[config.mk]
export PLATFORM = sky130hd
export DESIGN_NAME = banked_register_file
export DESIGN_NICKNAME = d
export VERILOG_FILES = /design/src/rtl/banked_register_file.sv
export SDC_FILE = /design/constraint.sdc
export NUM_CORES = 2
export LEC_CHECK = 0
export ABC_CLOCK_PERIOD_IN_PS = 26000
export CORE_MARGIN = 3
export CORE_UTILIZATION = 40
export DETAILED_ROUTE_END_ITERATION = 12
export GPL_ROUTABILITY_DRIVEN = 0
export PLACE_DENSITY = 0.54
export SYNTH_ARGS = -nofsm -noshare
export SYNTH_HDL_FRONTEND = slang
export SYNTH_SLANG_ARGS = --single-unit
[constraint.sdc]
create_clock -name CLK -period 26 [get_ports CLK]
set_input_delay 3.9 -clock CLK [delete_from_list [all_inputs] [get_ports CLK]]
set_output_delay 3.9 -clock CLK [all_outputs]
set_load 0.02 [all_outputs]
[src/rtl/banked_register_file.sv]
//------------------------------------------------------------------------------
// Module   : banked_register_file
// Function : ARM register file, R13/R14 banked per mode, bypassed reads, busy scoreboard.
// Revision : 1.0 - initial release
//------------------------------------------------------------------------------
`default_nettype none

module banked_register_file #(
  parameter int DATA_W = 32,
  parameter int NUM_RD = 3,
  parameter bit BYPASS = 1'b1
) (
  input  logic                     CLK,
  input  logic                     Reset,
  input  logic [1:0]               Mode,
  input  logic [4*NUM_RD-1:0]      RA,
  output logic [DATA_W*NUM_RD-1:0] RD,
  output logic [NUM_RD-1:0]        RBusy,
  input  logic [DATA_W-1:0]        R15,
  input  logic                     WE3,
  input  logic [3:0]               A3,
  input  logic [DATA_W-1:0]        WD3,
  input  logic                     WE4,
  input  logic [3:0]               A4,
  input  logic [DATA_W-1:0]        WD4,
  input  logic                     IssueVal,
  input  logic [3:0]               IssueReg,
  output logic                     AnyBusy
);

  localparam int         c_NUM_ENT = 19;
  localparam logic [3:0] c_PC_ADDR = 4'd15;

  if (NUM_RD < 1 || NUM_RD > 4) begin : g_bad_num_rd
    $error("banked_register_file: NUM_RD must be in 1..4");
  end

  // Physical layout: 0..12 shared, 13/14 USR, 15/16 SVC, 17/18 IRQ (mode 3 aliases USR).
  function automatic logic [4:0] f_phys(input logic [3:0] a, input logic [1:0] m);
    logic [4:0] off;
    case (m)
      2'd1:    off = 5'd2;
      2'd2:    off = 5'd4;
      default: off = 5'd0;
    endcase
    if (a == 4'd13 || a == 4'd14) f_phys = {1'b0, a} + off;
    else                          f_phys = {1'b0, a};
  endfunction

  logic [DATA_W-1:0]    r_regs [c_NUM_ENT];
  logic [c_NUM_ENT-1:0] r_busy;

  logic [4:0]           w_p3;
  logic [4:0]           w_p4;
  logic [4:0]           w_pi;
  logic                 w_wr3;
  logic                 w_wr4;
  logic [c_NUM_ENT-1:0] w_set;
  logic [c_NUM_ENT-1:0] w_clr;

  assign w_p3  = f_phys(A3, Mode);
  assign w_p4  = f_phys(A4, Mode);
  assign w_pi  = f_phys(IssueReg, Mode);
  assign w_wr3 = WE3 && (A3 != c_PC_ADDR);
  assign w_wr4 = WE4 && (A4 != c_PC_ADDR);

  always_comb begin
    w_set = '0;
    w_clr = '0;
    if (IssueVal && IssueReg != c_PC_ADDR) w_set[w_pi] = 1'b1;
    if (w_wr3) w_clr[w_p3] = 1'b1;
    if (w_wr4) w_clr[w_p4] = 1'b1;
  end

  // Port 3 is assigned last so it wins a same-entry conflict with port 4.
  always_ff @(posedge CLK or posedge Reset) begin
    if (Reset) begin
      for (int i = 0; i < c_NUM_ENT; i++) r_regs[i] <= '0;
    end else begin
      if (w_wr4) r_regs[w_p4] <= WD4;
      if (w_wr3) r_regs[w_p3] <= WD3;
    end
  end

  // A new issue outranks a completing write on the same entry.
  always_ff @(posedge CLK or posedge Reset) begin
    if (Reset) r_busy <= '0;
    else       r_busy <= (r_busy & ~w_clr) | w_set;
  end

  assign AnyBusy = |r_busy;

  for (genvar k = 0; k < NUM_RD; k++) begin : g_rd
    logic [3:0]        w_ra;
    logic [4:0]        w_pr;
    logic [DATA_W-1:0] w_rd;

    assign w_ra = RA[k*4 +: 4];
    assign w_pr = f_phys(w_ra, Mode);

    always_comb begin
      w_rd = r_regs[w_pr];
      if (w_ra == c_PC_ADDR)                   w_rd = R15;
      else if (Reset)                          w_rd = '0;
      else if (BYPASS && WE3 && (A3 == w_ra))  w_rd = WD3;
      else if (BYPASS && WE4 && (A4 == w_ra))  w_rd = WD4;
    end

    assign RD[k*DATA_W +: DATA_W] = w_rd;
    assign RBusy[k]               = (w_ra != c_PC_ADDR) && r_busy[w_pr];
  end

endmodule

`default_nettype wire

==> results.txt <==
- Max-Slew Margin vs Limit: 0.0165
* Starting density of the core: 0.405
- The number of clock buffers added by TritonCTS is slightly below 80.
- Num Clock Sinks: roughly 630
* Number of enable-type register cells in the synthesized netlist: 0
- The floorplan has 128 rows.
- In the final timing run, aggregate negative setup slack is 0 ns.
* Pin count of the biggest net entering global routing: 149
- Slowest cell on the critical path: sky130_fd_sc_hd__a211oi_4
* Final Hold Viols: 0
* Total nets after synthesis: roughly 6500
- Setup violations remaining at the end of the flow were counted as 0.
- The floorplan step defined a die boundary enclosing roughly 130000 um2.
* Portion of netlist area occupied by mux cells: 0.191
- After layout, the minimum clock period comes to 14.78 ns.
* Number of synthesized register bits: between 600 and 700
- The netlist uses 100 different library cells.
- Of the total synthesized cell area, the portion taken by XOR and XNOR cells is 0.00703.
* Maximum capacitance violations: 0
- Hold_buf cts: 0
- Of the synthesized area, sequential elements account for 0.317.
- Leaving out fill and tap cells, the most frequent cell in the layout is sky130_fd_sc_hd__nand2_1.
* TritonCTS clock tree: done
- Final routed wirelength across all metal layers: 283 mm
* Setup WS post-layout: 11.22 ns
- Power density over cell area: between 70 and 80 nW/um2
- Dividing the detail-routed via count by the number of cells gives slightly below 7.
- Once layout is done, the placed cells without fillers occupy around 55000 um2.
- Layout net count: between 6000 and 7000
- At the worst endpoint, the arrival time is 10.88 ns.
- Summed over all layers, the global routing overflow is 0.
- The count of cells in the finished layout, fillers not included, comes to around 7900.
- Setup repair after global routing left no endpoint under its margin.
* Setup crit end kind: primary output
* DRC Markers: 0
- Summed over all cells, the static leakage comes to ~22 nW.
- The number of cells on the worst reg-to-reg path is 2.
- Flip-flop cell with the highest count after synthesis: sky130_fd_sc_hd__dfrtp_1
* Most frequent cells in the layout: sky130_fd_sc_hd__nand2_1, sky130_fd_sc_hd__mux2i_1, sky130_fd_sc_hd__dfrtp_1, sky130_fd_sc_hd__a21oi_1, sky130_fd_sc_hd__o21ai_0
- Setup slack on the worst reg-to-reg path comes out at 25.10 ns.
- Minimum setup slack after placement: 11.66 ns
* Largest stage delay, worst path: slightly above 0.9 ns
- Synthesis Warnings: 0
- Hold Path Depth: 2
- The max-slew violation count is 0.
- Post-synthesis average cell area: around 7.7 um2
* Run status: complete, no violations
* Horizontal extent of the die: roughly 360 um
- Smallest hold slack: between 0.5 and 0.6 ns
* Cells along the critical path: clkdlybuf4s50_1 -> nor2b_1 -> ha_1 -> and4_1 -> a211oi_4 -> buf_4 -> buf_4 -> nand2_1 -> a21oi_1 -> a21oi_1 -> a21o_1 -> a22oi_1 -> clkdlybuf4s50_1
- Maximum count of clock buffers along a single path: 3
- Main combinational cell family by area after synthesis: simple AND/OR/NAND/NOR gates
- Endpoint of the worst hold path: r_regs[318]
- The die is about 360 um tall.
* Fraction of the mapped netlist area in compound gates: 0.203
* Initial antenna violation count: 31
- Pin placement for this block handled approximately 230 I/O pins.
- Of the total synthesized cell area, the portion taken by AND, OR, NAND and NOR gates is 0.214.
- First-pass GRT wire length: approximately 400 mm
- The synthesized netlist occupies a cell area of around 49000 um2.
* Number of buffers added for setup after CTS: 0
* Fraction of the cycle the final worst path needs: 0.568
- The number of global-route vias before repair came to 48800.
- Routed wirelength normalized by instance count: 35.8 um
* Instance count after placement with tap cells included: ~7700
- Hold/Removal Path Class: reg -> reg
- Routed Antenna Nets: 0
- Timing would allow up to just under 0.07 GHz.
- In this run the standard cell core region covers around 120000 um2.
- Final setup skew: 0 ns
- Worst-path maximum fanout: 69
- Adder-cell share of the synthesized area: 0.00324
- The detailed router finished its first iteration with about 11000 violations.
- Power comes to just over 4 mW.
* Maximum VDD drop: between 0.06 and 0.07 mV
- Half-perimeter wire length after detailed placement: roughly 160 mm
- Across all layers, the routed design uses 54500 vias.
* Depth of the CTS H-tree: 3
- By startpoint and endpoint, the worst setup path is classified as in -> out.
* CTS clock-pin slew for the worst setup and hold paths: around 0.060 ns
- Share of the core filled with cells in the final layout: 0.452
* Area growth syn-to-layout: 11.8%
- For this run, the total global-route usage over all layers was measured as 0.427.
* CTS Root Cell: sky130_fd_sc_hd__clkbuf_16
- Data on the critical path is required at its endpoint by 22.10 ns.
* Launch instance of the worst register-to-register path: r_busy[6]
- # port buffers: roughly 230
- Of the cells placed in the final design, the portion with a size suffix greater than 1 is 0.0826.
* Beginning of the worst hold path: r_regs[318]
* Type of element launching the critical path: input port
- Fraction of synthesis flops using an asynchronous set or reset pin: 1.00
- The placed instances occupy a cell area of 52500 um2.
* Transition time of the tightest slew-check pin: 1.47 ns
- Worst r2r dst: r_busy[6]
- Post-cts gate resize count: 0
* Number of instances in the synthesized netlist: approximately 6400
- The first TritonRoute pass finished after 9 iterations.
* Clock insertion delay at the later pin of the skew report: between 0.6 and 0.7 ns
## layer usage
layer | vias to the layer above | routed length [um] | global-route usage
met2 | 4871 | 112000 | 0.590
met1 | 26000 | 105000 | 0.550
met5 | - | 218 | 0.00679
li1 | 22400 | - | -
met4 | 16 | 24400 | 0.308
met3 | 1300 | 40900 | 0.146
## sequential cells by signal (all words and copies together) (netlist names)
name / flops
r_regs: 608
r_busy: 19
## cells by family (layout without fill, tap and decap cells)
logic type | Yosys count | count (layout)
simple gates | 2489 | 2489
compound gates | 1654 | 1654
mux | 867 | 867
buf+inv | 695 | 561
flops | 627 | 627
xor+xnor | 38 | 38
fa+ha+maj | 13 | 13
other cells | 0 | 28
## area by class of cell
type                       count  area [um2]
clock inverter                28         369
inverter                      24        97.6
clock buffer                 114        2380
tap                         1625        2030
fill                       12000       66900
multi-input combinational   5061       31100
antenna                       28        70.1
timing repair buffer         395        3570
sequential                   627       15700
## critical path, delay by kind of cell
family / cells / cell delay, ns
compound gates: 5 / 2.28
simple gates: 3 / 1.10
buf+inv: 4 / 3.01
fa+ha+maj: 1 / 0.43
## worst max-delay path by stage
stage	from	endpoint	slack, ns	cells past startpoint
finish	Mode[0]	RD[69]	11.22	13
global route	Mode[0]	RD[69]	11.34	13
CTS	Mode[0]	RD[69]	11.65	13
detailed placement	Mode[0]	RD[69]	11.66	13
global placement	Mode[0]	RD[69]	11.73	13
floorplan	Reset	RD[89]	1.54	6
## power by group
group	switching, mW	internal (mW)
clock network	0.498	0.715
registers	0.337	1.24
logic	0.785	0.517
total	1.62	2.48
## cells in the mapped netlist, types with 23 or more instances
| cell | n | share of area |
|---|---|---|
| sky130_fd_sc_hd__o21ai_0 | 349 | 0.035 |
| sky130_fd_sc_hd__a31oi_1 | 80 | 0.010 |
| sky130_fd_sc_hd__clkbuf_1 | 408 | 0.031 |
| sky130_fd_sc_hd__and3_1 | 27 | 0.0034 |
| sky130_fd_sc_hd__buf_2 | 147 | 0.015 |
| sky130_fd_sc_hd__a21o_1 | 25 | 0.0038 |
| sky130_fd_sc_hd__nand4_1 | 41 | 0.0052 |
| sky130_fd_sc_hd__a2111oi_0 | 51 | 0.0090 |
| sky130_fd_sc_hd__o2111ai_1 | 37 | 0.0066 |
| sky130_fd_sc_hd__dfrtp_1 | 627 | 0.32 |
| sky130_fd_sc_hd__buf_6 | 32 | 0.0073 |
| sky130_fd_sc_hd__mux2_2 | 51 | 0.012 |
| sky130_fd_sc_hd__o21ai_1 | 169 | 0.017 |
| sky130_fd_sc_hd__nand2_1 | 1612 | 0.12 |
| sky130_fd_sc_hd__a221oi_1 | 41 | 0.0073 |
| sky130_fd_sc_hd__nor2_1 | 360 | 0.027 |
| sky130_fd_sc_hd__buf_1 | 49 | 0.0037 |
| sky130_fd_sc_hd__nand3_1 | 237 | 0.024 |
| sky130_fd_sc_hd__a22oi_1 | 38 | 0.0058 |
| sky130_fd_sc_hd__mux2i_1 | 761 | 0.15 |
| sky130_fd_sc_hd__mux4_2 | 45 | 0.020 |
| sky130_fd_sc_hd__buf_4 | 34 | 0.0052 |
| sky130_fd_sc_hd__a21oi_1 | 567 | 0.057 |
| sky130_fd_sc_hd__a221o_1 | 24 | 0.0049 |
| sky130_fd_sc_hd__and2_1 | 23 | 0.0029 |
| sky130_fd_sc_hd__o22ai_1 | 79 | 0.010 |
| sky130_fd_sc_hd__nor4_1 | 26 | 0.0033 |
| sky130_fd_sc_hd__o221ai_1 | 49 | 0.0087 |
Note: power is estimated with default switching activity, not from simulation.
